--- src/rtl/img_bf_pkg.sv ---
// -----------------------------------------------------------------------------
// img_bf_pkg
// Shared types and elaboration helpers for the DMA-to-image-buffer loader.
//   - bf_state_e      : loader FSM states (IDLE, LOAD)
//   - calc_beats      : DMA beats per image-buffer word
//   - calc_cnt_w      : beat-counter width, $clog2(BEATS) with a minimum of 1
//   - width_ok        : buffer word width must be a whole multiple of the beat
// Optional feature macro used by the loader: IMG_BF_PINGPONG_EN
// -----------------------------------------------------------------------------
package img_bf_pkg;

    typedef enum logic [0:0] {
        ST_IDLE = 1'b0,
        ST_LOAD = 1'b1
    } bf_state_e;

    localparam int DEF_DMA_WIDTH       = 16;
    localparam int DEF_BF_DATA_WIDTH   = 48;
    localparam int DEF_IMEM_ADDR_WIDTH = 8;

    function automatic int calc_beats(input int bf_w, input int dma_w);
        return bf_w / dma_w;
    endfunction

    function automatic int calc_cnt_w(input int beats);
        if (beats > 1) begin
            return $clog2(beats);
        end else begin
            return 1;
        end
    endfunction

    function automatic bit width_ok(input int bf_w, input int dma_w);
        return (dma_w > 0) && (bf_w >= dma_w) && ((bf_w % dma_w) == 0);
    endfunction

    localparam int DEF_BEATS      = calc_beats(DEF_BF_DATA_WIDTH, DEF_DMA_WIDTH);
    localparam int DEF_BEAT_CNT_W = calc_cnt_w(DEF_BEATS);

endpackage

--- src/rtl/img_bf_packer.sv ---
// -----------------------------------------------------------------------------
// img_bf_packer
// Packs BEATS consecutive DMA beats into one image-buffer word, first beat in
// the LSBs. The final beat is merged combinationally so the caller can register
// the complete word on the same edge that accepts that beat.
// Ports:
//   i_clk, i_rst      clock, synchronous active-high reset
//   i_clr             drop any partial word and restart at beat 0
//   i_beat_accept     a beat is transferred this cycle
//   i_beat_data       beat payload
//   o_word_valid      the accepted beat completes a word (combinational)
//   o_word            completed word, valid while o_word_valid is high
// -----------------------------------------------------------------------------
module img_bf_packer
    import img_bf_pkg::*;
#(
    parameter int DMA_WIDTH     = DEF_DMA_WIDTH,
    parameter int BF_DATA_WIDTH = DEF_BF_DATA_WIDTH
) (
    input  logic                     i_clk,
    input  logic                     i_rst,
    input  logic                     i_clr,
    input  logic                     i_beat_accept,
    input  logic [DMA_WIDTH-1:0]     i_beat_data,
    output logic                     o_word_valid,
    output logic [BF_DATA_WIDTH-1:0] o_word
);

    localparam int BEATS = calc_beats(BF_DATA_WIDTH, DMA_WIDTH);
    localparam int CNT_W = calc_cnt_w(BEATS);
    localparam logic [CNT_W-1:0] LAST_BEAT = CNT_W'(BEATS - 1);
    localparam logic [CNT_W-1:0] CNT_ONE   = CNT_W'(1);
    localparam logic [CNT_W-1:0] CNT_ZERO  = CNT_W'(0);

    logic [CNT_W-1:0]         r_beat_cnt;
    logic [BF_DATA_WIDTH-1:0] r_word;
    logic                     w_last_beat;

    assign w_last_beat  = (r_beat_cnt == LAST_BEAT);
    assign o_word_valid = i_beat_accept && w_last_beat;

    // Beat position counter; wraps to 0 after the last beat of each word
    always_ff @(posedge i_clk) begin
        if (i_rst || i_clr) begin
            r_beat_cnt <= CNT_ZERO;
        end else if (i_beat_accept) begin
            if (w_last_beat) begin
                r_beat_cnt <= CNT_ZERO;
            end else begin
                r_beat_cnt <= r_beat_cnt + CNT_ONE;
            end
        end
    end

    // Beat storage: each accepted beat lands in the slice selected by the counter
    always_ff @(posedge i_clk) begin
        if (i_rst) begin
            r_word <= {BF_DATA_WIDTH{1'b0}};
        end else if (i_beat_accept) begin
            for (int k = 0; k < BEATS; k++) begin
                if (r_beat_cnt == CNT_W'(k)) begin
                    r_word[k*DMA_WIDTH +: DMA_WIDTH] <= i_beat_data;
                end
            end
        end
    end

    // Complete word: stored lower beats plus the beat on the bus in the top slice
    always_comb begin
        o_word = r_word;
        o_word[BF_DATA_WIDTH-1 -: DMA_WIDTH] = i_beat_data;
    end

endmodule

--- src/rtl/img_bf_loader.sv ---
// -----------------------------------------------------------------------------
// img_bf_loader
// Loads a job of (i_word_count+1) image-buffer words from the DMA read port,
// packing BEATS = BF_DATA_WIDTH/DMA_WIDTH beats per word, writing each word to
// consecutive buffer addresses from the latched base, then pulsing o_done.
// Optional feature macro: IMG_BF_PINGPONG_EN (bank-alternating base address,
// adds o_wr_bank).
// Ports:
//   i_clk, i_rst                 clock, synchronous active-high reset
//   i_start, i_abort             job start (IDLE only), job cancel
//   i_base_addr, i_word_count    job base address and words-minus-one
//   i_dma_valid, i_dma_data      DMA beat in
//   o_dma_ready                  beat accept (state == LOAD)
//   o_bf_wr_en/addr/data         one-cycle image-buffer write
//   o_busy, o_done               job active, job-complete pulse
//   o_wr_bank                    bank of current/last job (pingpong only)
// -----------------------------------------------------------------------------
module img_bf_loader
    import img_bf_pkg::*;
#(
    parameter int DMA_WIDTH       = DEF_DMA_WIDTH,
    parameter int BF_DATA_WIDTH   = DEF_BF_DATA_WIDTH,
    parameter int IMEM_ADDR_WIDTH = DEF_IMEM_ADDR_WIDTH
) (
    input  logic                       i_clk,
    input  logic                       i_rst,
    input  logic                       i_start,
    input  logic                       i_abort,
    input  logic [IMEM_ADDR_WIDTH-1:0] i_base_addr,
    input  logic [IMEM_ADDR_WIDTH-1:0] i_word_count,
    input  logic                       i_dma_valid,
    input  logic [DMA_WIDTH-1:0]       i_dma_data,
    output logic                       o_dma_ready,
    output logic                       o_bf_wr_en,
    output logic [IMEM_ADDR_WIDTH-1:0] o_bf_wr_addr,
    output logic [BF_DATA_WIDTH-1:0]   o_bf_wr_data,
    output logic                       o_busy,
    output logic                       o_done
`ifdef IMG_BF_PINGPONG_EN
    ,
    output logic                       o_wr_bank
`endif
);

    localparam int AW = IMEM_ADDR_WIDTH;
    localparam logic [AW-1:0] ADDR_ONE  = AW'(1);
    localparam logic [AW-1:0] ADDR_ZERO = AW'(0);

    generate
        if (!width_ok(BF_DATA_WIDTH, DMA_WIDTH)) begin : g_bad_width
            $error("img_bf_loader: BF_DATA_WIDTH must be a multiple of DMA_WIDTH");
        end
    endgenerate

    bf_state_e r_state;
    bf_state_e w_next_state;

    logic [AW-1:0]            r_base;
    logic [AW-1:0]            r_count;
    logic [AW-1:0]            r_word_idx;
    logic [AW-1:0]            w_start_base;
    logic [AW-1:0]            w_wr_addr;
    logic                     w_beat_accept;
    logic                     w_word_valid;
    logic [BF_DATA_WIDTH-1:0] w_word;
    logic                     w_start_take;
    logic                     w_clr;
    logic                     w_job_end;

`ifdef IMG_BF_PINGPONG_EN
    logic          r_bank;
    logic [AW-2:0] w_addr_low;

    // Bank selects the upper half; wrap stays inside the selected half
    assign w_start_base = {r_bank, i_base_addr[AW-2:0]};
    assign w_addr_low   = r_base[AW-2:0] + r_word_idx[AW-2:0];
    assign w_wr_addr    = {r_base[AW-1], w_addr_low};
`else
    assign w_start_base = i_base_addr;
    assign w_wr_addr    = r_base + r_word_idx;
`endif

    assign o_dma_ready = (r_state == ST_LOAD);
    assign o_busy      = (r_state == ST_LOAD);

    // Abort wins over a coincident beat, so that beat is never accepted
    assign w_beat_accept = (r_state == ST_LOAD) && i_dma_valid && !i_abort;

    img_bf_packer #(
        .DMA_WIDTH     (DMA_WIDTH),
        .BF_DATA_WIDTH (BF_DATA_WIDTH)
    ) u_packer (
        .i_clk         (i_clk),
        .i_rst         (i_rst),
        .i_clr         (w_clr),
        .i_beat_accept (w_beat_accept),
        .i_beat_data   (i_dma_data),
        .o_word_valid  (w_word_valid),
        .o_word        (w_word)
    );

    // Next-state decode: start in IDLE, abort or final word end LOAD
    always_comb begin
        w_next_state = r_state;
        w_start_take = 1'b0;
        w_clr        = 1'b0;
        w_job_end    = 1'b0;
        case (r_state)
            ST_IDLE: begin
                if (i_start) begin
                    w_next_state = ST_LOAD;
                    w_start_take = 1'b1;
                    w_clr        = 1'b1;
                end else begin
                    w_next_state = ST_IDLE;
                end
            end
            ST_LOAD: begin
                if (i_abort) begin
                    w_next_state = ST_IDLE;
                    w_clr        = 1'b1;
                end else if (w_word_valid && (r_word_idx == r_count)) begin
                    w_next_state = ST_IDLE;
                    w_job_end    = 1'b1;
                end else begin
                    w_next_state = ST_LOAD;
                end
            end
            default: begin
                w_next_state = ST_IDLE;
            end
        endcase
    end

    // State, job context and registered buffer-write outputs
    always_ff @(posedge i_clk) begin
        if (i_rst) begin
            r_state      <= ST_IDLE;
            r_base       <= ADDR_ZERO;
            r_count      <= ADDR_ZERO;
            r_word_idx   <= ADDR_ZERO;
            o_bf_wr_en   <= 1'b0;
            o_bf_wr_addr <= ADDR_ZERO;
            o_bf_wr_data <= {BF_DATA_WIDTH{1'b0}};
            o_done       <= 1'b0;
        end else begin
            r_state    <= w_next_state;
            o_bf_wr_en <= w_word_valid;
            o_done     <= w_job_end;
            if (w_start_take) begin
                r_base     <= w_start_base;
                r_count    <= i_word_count;
                r_word_idx <= ADDR_ZERO;
            end else if (w_word_valid) begin
                r_word_idx <= r_word_idx + ADDR_ONE;
            end
            // Data and address hold between writes
            if (w_word_valid) begin
                o_bf_wr_addr <= w_wr_addr;
                o_bf_wr_data <= w_word;
            end
        end
    end

`ifdef IMG_BF_PINGPONG_EN
    // Bank toggles once per completed job; aborts leave it unchanged
    always_ff @(posedge i_clk) begin
        if (i_rst) begin
            r_bank    <= 1'b0;
            o_wr_bank <= 1'b0;
        end else begin
            if (w_job_end) begin
                r_bank <= ~r_bank;
            end
            if (w_start_take) begin
                o_wr_bank <= r_bank;
            end
        end
    end
`endif

endmodule

--- config.mk ---
export PLATFORM = sky130hd
export DESIGN_NAME = img_bf_loader
export DESIGN_NICKNAME = d
export VERILOG_FILES = /design/src/rtl/img_bf_pkg.sv /design/src/rtl/img_bf_packer.sv /design/src/rtl/img_bf_loader.sv
export SDC_FILE = /design/constraint.sdc
export NUM_CORES = 1
export LEC_CHECK = 0
export ABC_AREA = 1
export BUFFER_PORTS_ARGS = -buffer_cell sky130_fd_sc_hd__buf_2
export CELL_PAD_IN_SITES_DETAIL_PLACEMENT = 0
export CELL_PAD_IN_SITES_GLOBAL_PLACEMENT = 2
export CORE_MARGIN = 2
export CORE_UTILIZATION = 30
export CTS_CLUSTER_DIAMETER = 40
export DETAILED_ROUTE_END_ITERATION = 6
export HOLD_SLACK_MARGIN = 0.12
export PLACE_DENSITY_LB_ADDON = 0.1
export REMOVE_ABC_BUFFERS = 1
export SYNTH_ARGS = -nofsm -noshare
export SYNTH_HDL_FRONTEND = slang
export SYNTH_SLANG_ARGS = --single-unit
--- constraint.sdc ---
create_clock -name i_clk -period 1.6 [get_ports i_clk]
set_input_delay 0.24 -clock i_clk [delete_from_list [all_inputs] [get_ports i_clk]]
set_output_delay 0.24 -clock i_clk [all_outputs]
set_load 0.05 [all_outputs]
==> metrics <==
Tcrit/Tclk final 96.3%; Area contributors post-synth dfxtp_1 50%, nor2_1 16%, o21ai_0 11%, nand2_1 4.2%, inv_1 3.0%; worst r2r src r_base[2]$_SDFFE_PP0P_; Mapped Cells 611; Worst R2R Path Depth 8; via count about 4400; nets@finish between 800 and 900; hold wc startpoint i_base_addr[0]; Synth cell types 28; relative slew slack roughly 80%; CP max-delay cell dlygate4sd3_1; Data arrival, critical path about 1.8 ns; PD cells 1130 nW/um^2; Synth area leader dfxtp_1; worst setup margin 0.0597 ns; Die Y-Extent 128 um; die area 16500 sq um; Crit path max-delay family buffers and inverters; Clock Path Buffers 2; largest net degree at the start of global routing 81; Worst-path clk slew 0.06 ns; core area 15100 sq um; All-Layer GR Usage 16.3%; fmax 649 MHz; Initial DRC Count 161; Slew Viols, Final 0; Row Count 45; hold_ws 0.122 ns; Clock Latency Late Sink 0.41 ns; Layout area overhead 39.7%; Worst Tran Pin Value roughly 0.31 ns; clock skew 0.00824 ns; diode count 0; Crit path largest cell delay 0.53 ns; Buf+Inv Stages, Crit Path 5; initial antenna violation count 0; post-DP HPWL 8240 um; TritonCTS Buffers 17; first-pass GRT wire length 21100 um; post-route ant nets 0; vias in the first global route ~4300; RSZ-0062 raised after global routing yes; CP Launch Type primary input; leakage 3.17 nW; cell area after synthesis 4640 sq um; GP Congestion 0.744; post-synthesis sequential area ratio 50.5%; commonest non-fill, non-tap cell in the layout nor2_1; htree depth 4; Worst Setup End Kind register; Yosys warning count 0; Worst EP required 1.90 ns; Final Hold Viols 0; filler cell count around 1600; critical path class primary input to register; worst hold stages 3; critical-path cell list dlygate4sd3_1, buf_2, inv_2, nand3_4, nor2_4, inv_4, buf_12, nor2_1, nor2_1; final wirelength approximately 13000 um; FF+latch count, synth 117; IO buf count 96; Die Wd 128 um; Worst VDD drop 725 uV; fin crit period roughly 1.5 ns; Crit path top cell by count nor2_1; grt total ovfl 0; dpl ws 0.0903 ns; Final Setup Violations 0; initial core utilization 30.6%; IO Pins 97; post-DR wirelength/cell 13.6 um; Vias/cell 4.55; CTS Sinks between 100 and 150; setup slack, reg-to-reg 0.14 ns; Power Total 7.30 mW; root buffer cell clkbuf_16; Hold Path Class primary input to register; DRC violations left 0; max_cap viols 0; Hold Path End r_base[0]$_SDFFE_PP0P_; post-synth top area share between 50% and 60%; CTS tree done; first drt pass iteration count 4; worst-path fanout max 36; Avg Inst Size Synth 7.60 sq um; worst r2r dst o_bf_wr_addr[5]$_SDFFE_PP0P_; most frequent cells in the layout 202 x nor2_1, 117 x dfxtp_1, 100 x o21ai_0; outcome complete, no violations; layout cells sized above 1 23.0%
cells in the mapped netlist (all sizes together):
library cell  count
nand3b            3
or2               1
nor3              5
inv              39
xor2              2
o211ai            1
nand4             2
ha                8
nand2            53
a21oi            14
o21ai           100
dfxtp           117
clkbuf           13
o21bai            1
fa                1
nand3            17
o221ai            1
buf              18
xnor2             9
nor2            206
repair_timing:
item	in CTS	in global routing
hold endpoints to repair	59	0
hold buffers	29	0
setup endpoints to repair	0	83
buffers inserted	0	5
gates resized for setup	0	16
worst max-delay path by stage:
stage                                 from                       endpoint  slack [ns]  depth (start not counted)
floorplan                o_busy$_SDFF_PP0_     r_word_idx[0]$_SDFFE_PP0P_       -2.00                          5
global placement    r_base[0]$_SDFFE_PP0P_   o_bf_wr_addr[4]$_SDFFE_PP0P_        0.12                          9
detailed placement  r_base[0]$_SDFFE_PP0P_   o_bf_wr_addr[6]$_SDFFE_PP0P_        0.09                          9
CTS                                i_abort   o_bf_wr_data[3]$_SDFFE_PP0P_       0.009                          9
global route                       i_abort  o_bf_wr_data[44]$_SDFFE_PP0P_       -0.03                          8
finish                             i_abort   o_bf_wr_data[7]$_SDFFE_PP0P_        0.06                          9
where the power goes:
group | internal, mW | switching [mW] | leakage [nW]
Sequential | 2.97 | 0.0363 | 0.947
Combinational | 0.178 | 0.217 | 1.95
Clock | 2.48 | 1.42 | 0.281
Total | 5.63 | 1.67 | 3.17
layout make-up:
type	count	area, sq um	share of cell area, %
inverter	39	153	2.35
clock inverter	13	156	2.41
tap	188	235	3.63
timing repair buffer	157	1160	17.8
clock buffer	19	443	6.83
multi-input combinational	424	2000	30.8
sequential	117	2340	36.1
stage by stage:
| step | TNS, ns | std cells | cell area, sq um | utilization (%) |
|---|---|---|---|---|
| floorplan | -138.94 | 580 | 4450 | - |
| global placement | 0 | 889 | 5440 | 35.9 |
| detailed placement | 0 | 889 | 5440 | 35.9 |
| CTS | 0 | 950 | 6320 | 41.8 |
| global route | -0.109 | 957 | 6490 | 42.8 |
| finish | 0 | 957 | 6490 | 42.8 |
state kept, by name (all words and copies together) (netlist names), 2 cells and up:
name,cells
o_bf_wr_data,48
u_packer.r_word,32
o_bf_wr_addr,8
r_base,8
r_count,8
r_word_idx,8
u_packer.r_beat_cnt,2
routing by layer:
metal | vias up | global-route usage (%) | wire length (um)
met2 | 64 | 27.7 | 6360
met4 | 0 | 5.24 | 140
met3 | 12 | 5.20 | 524
li1 | 2239 | - | -
met1 | 2042 | 19.6 | 6020
met5 | - | 0 | 0
worst min-delay path: stages:
cell and delay (ns):
buf_2 0.08, o21ai_0 0.08, nor2_1 0.09
cells by family after synthesis:
| kind of cell | after synthesis | share of synthesized area, % |
|---|---|---|
| flops | 117 | 50.5 |
| xor+xnor | 11 | 2.08 |
| simple gates | 287 | 24.8 |
| fa+ha+maj | 9 | 2.59 |
| compound gates | 117 | 12.8 |
| buf+inv | 70 | 7.25 |
No activity file was read; power rests on OpenSTA's default activity.
